### src/rtl/sram_ctrl_pkg.sv
// Shared types and helpers for the single-port SRAM requester controller.
package sram_ctrl_pkg;

  typedef enum logic {
    ST_INIT,
    ST_RUN
  } state_e;

  function automatic int clog2(input int n);
    int r;
    int v;
    r = 0;
    v = n - 1;
    while (v > 0) begin
      r = r + 1;
      v = v >> 1;
    end
    return r;
  endfunction

endpackage

### src/rtl/sram_resp_hold.sv
// Read-response path: tracks the read in flight, parks its data under backpressure,
// and tells the request side whether another read may be accepted.
module sram_resp_hold
  import sram_ctrl_pkg::*;
#(
  parameter int DATA_W = 80
) (
  input  logic              clock,
  input  logic              reset,
  input  logic              rd_fire_i,
  input  logic              resp_ready_i,
  input  logic [DATA_W-1:0] sram_q_i,
  output logic              resp_valid_o,
  output logic [DATA_W-1:0] resp_rdata_o,
  output logic              rd_permit_o
);

  logic              inflight_q, inflight_d;
  logic              hold_valid_q, hold_valid_d;
  logic [DATA_W-1:0] hold_data_q, hold_data_d;

  always_ff @(posedge clock or posedge reset) begin
    if (reset) begin
      inflight_q   <= 1'b0;
      hold_valid_q <= 1'b0;
      hold_data_q  <= '0;
    end else begin
      inflight_q   <= inflight_d;
      hold_valid_q <= hold_valid_d;
      hold_data_q  <= hold_data_d;
    end
  end

  // Q is only valid for one cycle, so an unaccepted read result must be parked now.
  always_comb begin
    inflight_d   = rd_fire_i;
    hold_valid_d = hold_valid_q;
    hold_data_d  = hold_data_q;
    if (hold_valid_q && resp_ready_i) begin
      hold_valid_d = 1'b0;
    end else if (inflight_q && !hold_valid_q && !resp_ready_i) begin
      hold_valid_d = 1'b1;
      hold_data_d  = sram_q_i;
    end
  end

  assign resp_valid_o = hold_valid_q | inflight_q;
  assign resp_rdata_o = hold_valid_q ? hold_data_q : sram_q_i;
  assign rd_permit_o  = ~hold_valid_q & ~(inflight_q & ~resp_ready_i);

endmodule

### src/rtl/sram_sp_ctrl.sv
// Requester-side controller for a single-port SRAM macro (CEB/WEB active-low, 1-cycle read latency).
// Define SRAM_CTRL_INIT_EN to sweep INIT_VALUE into every word after reset before accepting requests.
module sram_sp_ctrl
  import sram_ctrl_pkg::*;
#(
  parameter int DATA_W = 80,
  parameter int DEPTH  = 256,
  parameter int ADDR_W = 8
`ifdef SRAM_CTRL_INIT_EN
  , parameter logic [DATA_W-1:0] INIT_VALUE = '0
`endif
) (
  input  logic              clock,
  input  logic              reset,
  input  logic              req_valid,
  output logic              req_ready,
  input  logic              req_write,
  input  logic [ADDR_W-1:0] req_addr,
  input  logic [DATA_W-1:0] req_wdata,
  output logic              resp_valid,
  input  logic              resp_ready,
  output logic [DATA_W-1:0] resp_rdata,
  output logic              init_done,
  output logic              sram_CEB,
  output logic              sram_WEB,
  output logic [ADDR_W-1:0] sram_A,
  output logic [DATA_W-1:0] sram_D,
  input  logic [DATA_W-1:0] sram_Q
);

  if (ADDR_W != clog2(DEPTH)) begin : g_addr_w_check
    $error("sram_sp_ctrl: ADDR_W does not match DEPTH");
  end

  state_e state_q, state_d;
  logic   run;
  logic   fire;
  logic   rd_fire;
  logic   rd_permit;

`ifdef SRAM_CTRL_INIT_EN
  localparam logic [ADDR_W:0] INIT_END = (ADDR_W+1)'(DEPTH);
  logic [ADDR_W:0] init_cnt_q, init_cnt_d;

  always_ff @(posedge clock or posedge reset) begin
    if (reset) init_cnt_q <= '0;
    else       init_cnt_q <= init_cnt_d;
  end
`endif

  always_ff @(posedge clock or posedge reset) begin
    if (reset) state_q <= ST_INIT;
    else       state_q <= state_d;
  end

  always_comb begin
    state_d = state_q;
`ifdef SRAM_CTRL_INIT_EN
    init_cnt_d = init_cnt_q;
`endif
    case (state_q)
      ST_INIT: begin
`ifdef SRAM_CTRL_INIT_EN
        init_cnt_d = init_cnt_q + (ADDR_W+1)'(1);
        if (init_cnt_d == INIT_END) state_d = ST_RUN;
`else
        state_d = ST_RUN;
`endif
      end
      default: state_d = ST_RUN;
    endcase
  end

  assign run       = (state_q == ST_RUN);
  assign init_done = run;
  assign req_ready = run & (req_write | rd_permit);
  assign fire      = req_valid & req_ready;
  assign rd_fire   = fire & ~req_write;

  // The sweep owns the pins during INIT; reset gates it so the macro is idle while reset is held.
  always_comb begin
    sram_CEB = ~fire;
    sram_WEB = ~(fire & req_write);
    sram_A   = req_addr;
    sram_D   = req_wdata;
`ifdef SRAM_CTRL_INIT_EN
    if (state_q == ST_INIT && !reset) begin
      sram_CEB = 1'b0;
      sram_WEB = 1'b0;
      sram_A   = init_cnt_q[ADDR_W-1:0];
      sram_D   = INIT_VALUE;
    end
`endif
  end

  sram_resp_hold #(
    .DATA_W(DATA_W)
  ) u_resp_hold (
    .clock       (clock),
    .reset       (reset),
    .rd_fire_i   (rd_fire),
    .resp_ready_i(resp_ready),
    .sram_q_i    (sram_Q),
    .resp_valid_o(resp_valid),
    .resp_rdata_o(resp_rdata),
    .rd_permit_o (rd_permit)
  );

endmodule

### config.mk
export PLATFORM = sky130hd
export DESIGN_NAME = sram_sp_ctrl
export DESIGN_NICKNAME = d
export VERILOG_FILES = /design/src/rtl/sram_ctrl_pkg.sv /design/src/rtl/sram_resp_hold.sv /design/src/rtl/sram_sp_ctrl.sv
export SDC_FILE = /design/constraint.sdc
export NUM_CORES = 1
export LEC_CHECK = 0
export CORE_AREA = 2 2 134 136
export DETAILED_ROUTE_END_ITERATION = 12
export DIE_AREA = 0 0 136 138
export PLACE_DENSITY = 0.69
export SLEW_MARGIN = 5
export SYNTH_ARGS = -nofsm -noshare
export SYNTH_HDL_FRONTEND = slang
export SYNTH_SLANG_ARGS = --single-unit
### constraint.sdc
create_clock -name clock -period 3.15 [get_ports clock]
set_clock_uncertainty 0.05 [all_clocks]
set_input_delay 0.4725 -clock clock [delete_from_list [all_inputs] [get_ports clock]]
set_output_delay 0.4725 -clock clock [all_outputs]
set_load 0.02 [all_outputs]
==> metrics.yaml <==
floorplan:
  coreArea_sq_um: 17500
  start_util: 0.295
  rows: 49
  die_area_sq_um: 18800
  die_x_microns: 136
  ios: 346
  die_h_microns: 138
global_route:
  grt_pass1_wl_microns: 18300
  antenna_found_initial: 0
  track_usage: 0.127
  grt_pass1_vias: 3210
  grt_max_degree: 60
  grt-ovfl-total: 0
sta:
  finalSetupViolations: 0
  min_period_ns: 2.94
  setup_tns_ns: 0
  final_min_period_over_clock_period: 0.932
  worstMarginPinSlew_ns: 0.759
  final_hold_viol_count: 0
  slew_violations: 0
  layout_setup_ws_ns: 0.213
  rsz0062_at_grt: "no"
  fmax_ghz: 0.340
  slew_headroom: 0.494
worst_setup_path:
  reg2regPathDepth: 3
  worstSetupPathType: "reg2out"
  reg2reg_setup_slack_ns: 1.25
  worstSetupStartpoint: "u_resp_hold.hold_valid_q$_DFFE_PP0P_"
  endpoint_kind: "primary output"
  cp.required_ns: 2.63
  critPathArrivalTime_ns: 2.41
  cp-start-kind: "flip-flop"
  r2r_end: "u_resp_hold.hold_data_q[39]$_DFFE_PP0P_"
  rr_startpoint: "u_resp_hold.hold_valid_q$_DFFE_PP0P_"
  cp_max_fo: 41
cts:
  htreeDepth: 3
  clk_pin_slew_ns: 0.06
  ctsHoldBuffers: 0
  post_cts_resized: 0
  post_cts_buffers: 0
  cts_made_buffers: 9
  cts.sinks: 83
  cts.path.max_buffers: 2
  cts-root-buf: "clkbuf_16"
  cts_tree: "yes"
  clk_latency_ns: 0.34
placed_design:
  dp_hpwl_microns: 8440
  numPortBuffers: 169
  gp_congestion: 0.761
  placed_cells: 658
  pre_cts_ws_ns: 0.546
  place_area_sq_um: 6320
min_path:
  hp-start: "u_resp_hold.hold_data_q[63]$_DFFE_PP0P_"
  hold_end: "u_resp_hold.hold_data_q[63]$_DFFE_PP0P_"
  whs_path_depth: 1
  hold_path.class: "reg2reg"
route:
  route.final.wire_length_microns: 12000
  drt-initial-drc-count: 88
  antenna_left: 0
  vias: 2984
  viasPerCell: 4.43
  first_pass_iters: 4
  drc_errors: 0
  wire_per_inst_microns: 17.7
outcome:
  status: "completed"
layout:
  final_cell_mix: "clkdlybuf4s50_1, dfrtp_1, mux2_4, mux2_2, clkbuf_16"
  antenna-diode-count: 0
  n_fill_cell: 1681
  design_area_sq_um: 6660
  final_nets: 613
  final_core_util: 0.380
  area_delta_synth_final_pct: 28.9
  layout-drive-gt1-share: 0.416
  finalNonFillerCells: 674
  layout_commonest_cell: "clkdlybuf4s50_1"
synthesis:
  synth_simple_gate_area_share: 0.0116
  ys_seq_area_frac: 0.402
  synth_mux_area_frac: 0.407
  ys_types: 17
  synth_compound_area_frac: 0.00291
  avgSynthCellArea_sq_um: 14.3
  synth_xor_area_frac: 0
  synth_adder_area_share: 0
  netlist_instances: 361
  yosys_warnings: 0
  syn_nets: 534
  ys_seq_elements: 83
  synthesis.area_sq_um: 5160
  synth_top_family_by_area: "multiplexers"
power_and_ir_drop:
  power.density_nw_per_um2: 560
  leakage_nw: 2.74
  irDropWorstVdd_uv: 273
job:
  drv_cap: 0
## worst max path at each step
| stage | endpoint | slack [ns] | cells after the start |
|---|---|---|---|
| 2_1_floorplan | init_done$_DFF_PP0_ | 0.49 | 1 |
| 4_1_cts | resp_rdata[8] | 0.16 | 3 |
| 6_report | resp_rdata[8] | 0.21 | 3 |
| 5_1_grt | resp_rdata[8] | 0.09 | 3 |
| 3_3_place_gp | resp_rdata[8] | 0.57 | 3 |
| 3_5_place_dp | resp_rdata[8] | 0.55 | 3 |
## metrics by stage
step | power [W] | hold WS [ns]
finish | 0.00373 | 0.456
global route | 0.00392 | 0.466
CTS | 0.00379 | 0.458
detailed placement | 0.00255 | 0.437
global placement | 0.00251 | 0.437
floorplan | 0.00233 | 0.426
## synthesized netlist by cell type, drive strengths merged
master	count	area [sq um]
nand3	1	5.00
nor2b	2	27.5
o21bai	1	7.51
nand2	1	3.75
dfrtp	83	2080
conb	1	3.75
inv	1	3.75
mux2	160	2100
buf	106	903
or2	1	6.26
o21a	1	7.51
nor4	1	6.26
nor2	1	3.75
and2b	1	7.51
## area by class of cell
type                            count  area, sq um  share of cell area
Clock buffer                       13          270              0.0406
Clock inverter                      3         68.8              0.0103
Inverter                            1         5.00            0.000752
Multi-Input combinational cell    171         2180               0.328
Sequential cell                    83         2080               0.312
Tap cell                          229          287              0.0430
Timing Repair Buffer              174         1770               0.265
## flip-flops by register name, summed over array words and instances (netlist names)
register,count
u_resp_hold.hold_data_q,80
init_done,1
u_resp_hold.hold_valid_q,1
u_resp_hold.inflight_q,1
## logic make-up after synthesis
group / after synthesis
compound gates: 2
flops: 83
buf+inv: 107
mux: 160
simple gates: 8
other cells: 1
## power breakdown
group | leakage, nW | internal (W) | switching, W
Sequential | 1.00 | 0.00134 | 0.000155
Combinational | 1.57 | 0.000691 | 0.000343
Clock | 0.166 | 0.000762 | 0.000437
## routing by layer
metal,part of all wire,vias up,GRT usage
met1,0.38,1469,0.138
met5,0,-,0
met3,0.082,68,0.0495
met4,0.042,0,0.0647
li1,-,1310,-
met2,0.49,137,0.212
## worst max-delay path, stage by stage (launching register included)
cell and delay (ns):
dfrtp_4 0.80, buf_12 0.29, mux2_2 0.38, clkdlybuf4s50_1 0.55
Note: power is estimated with default switching activity, not from simulation.
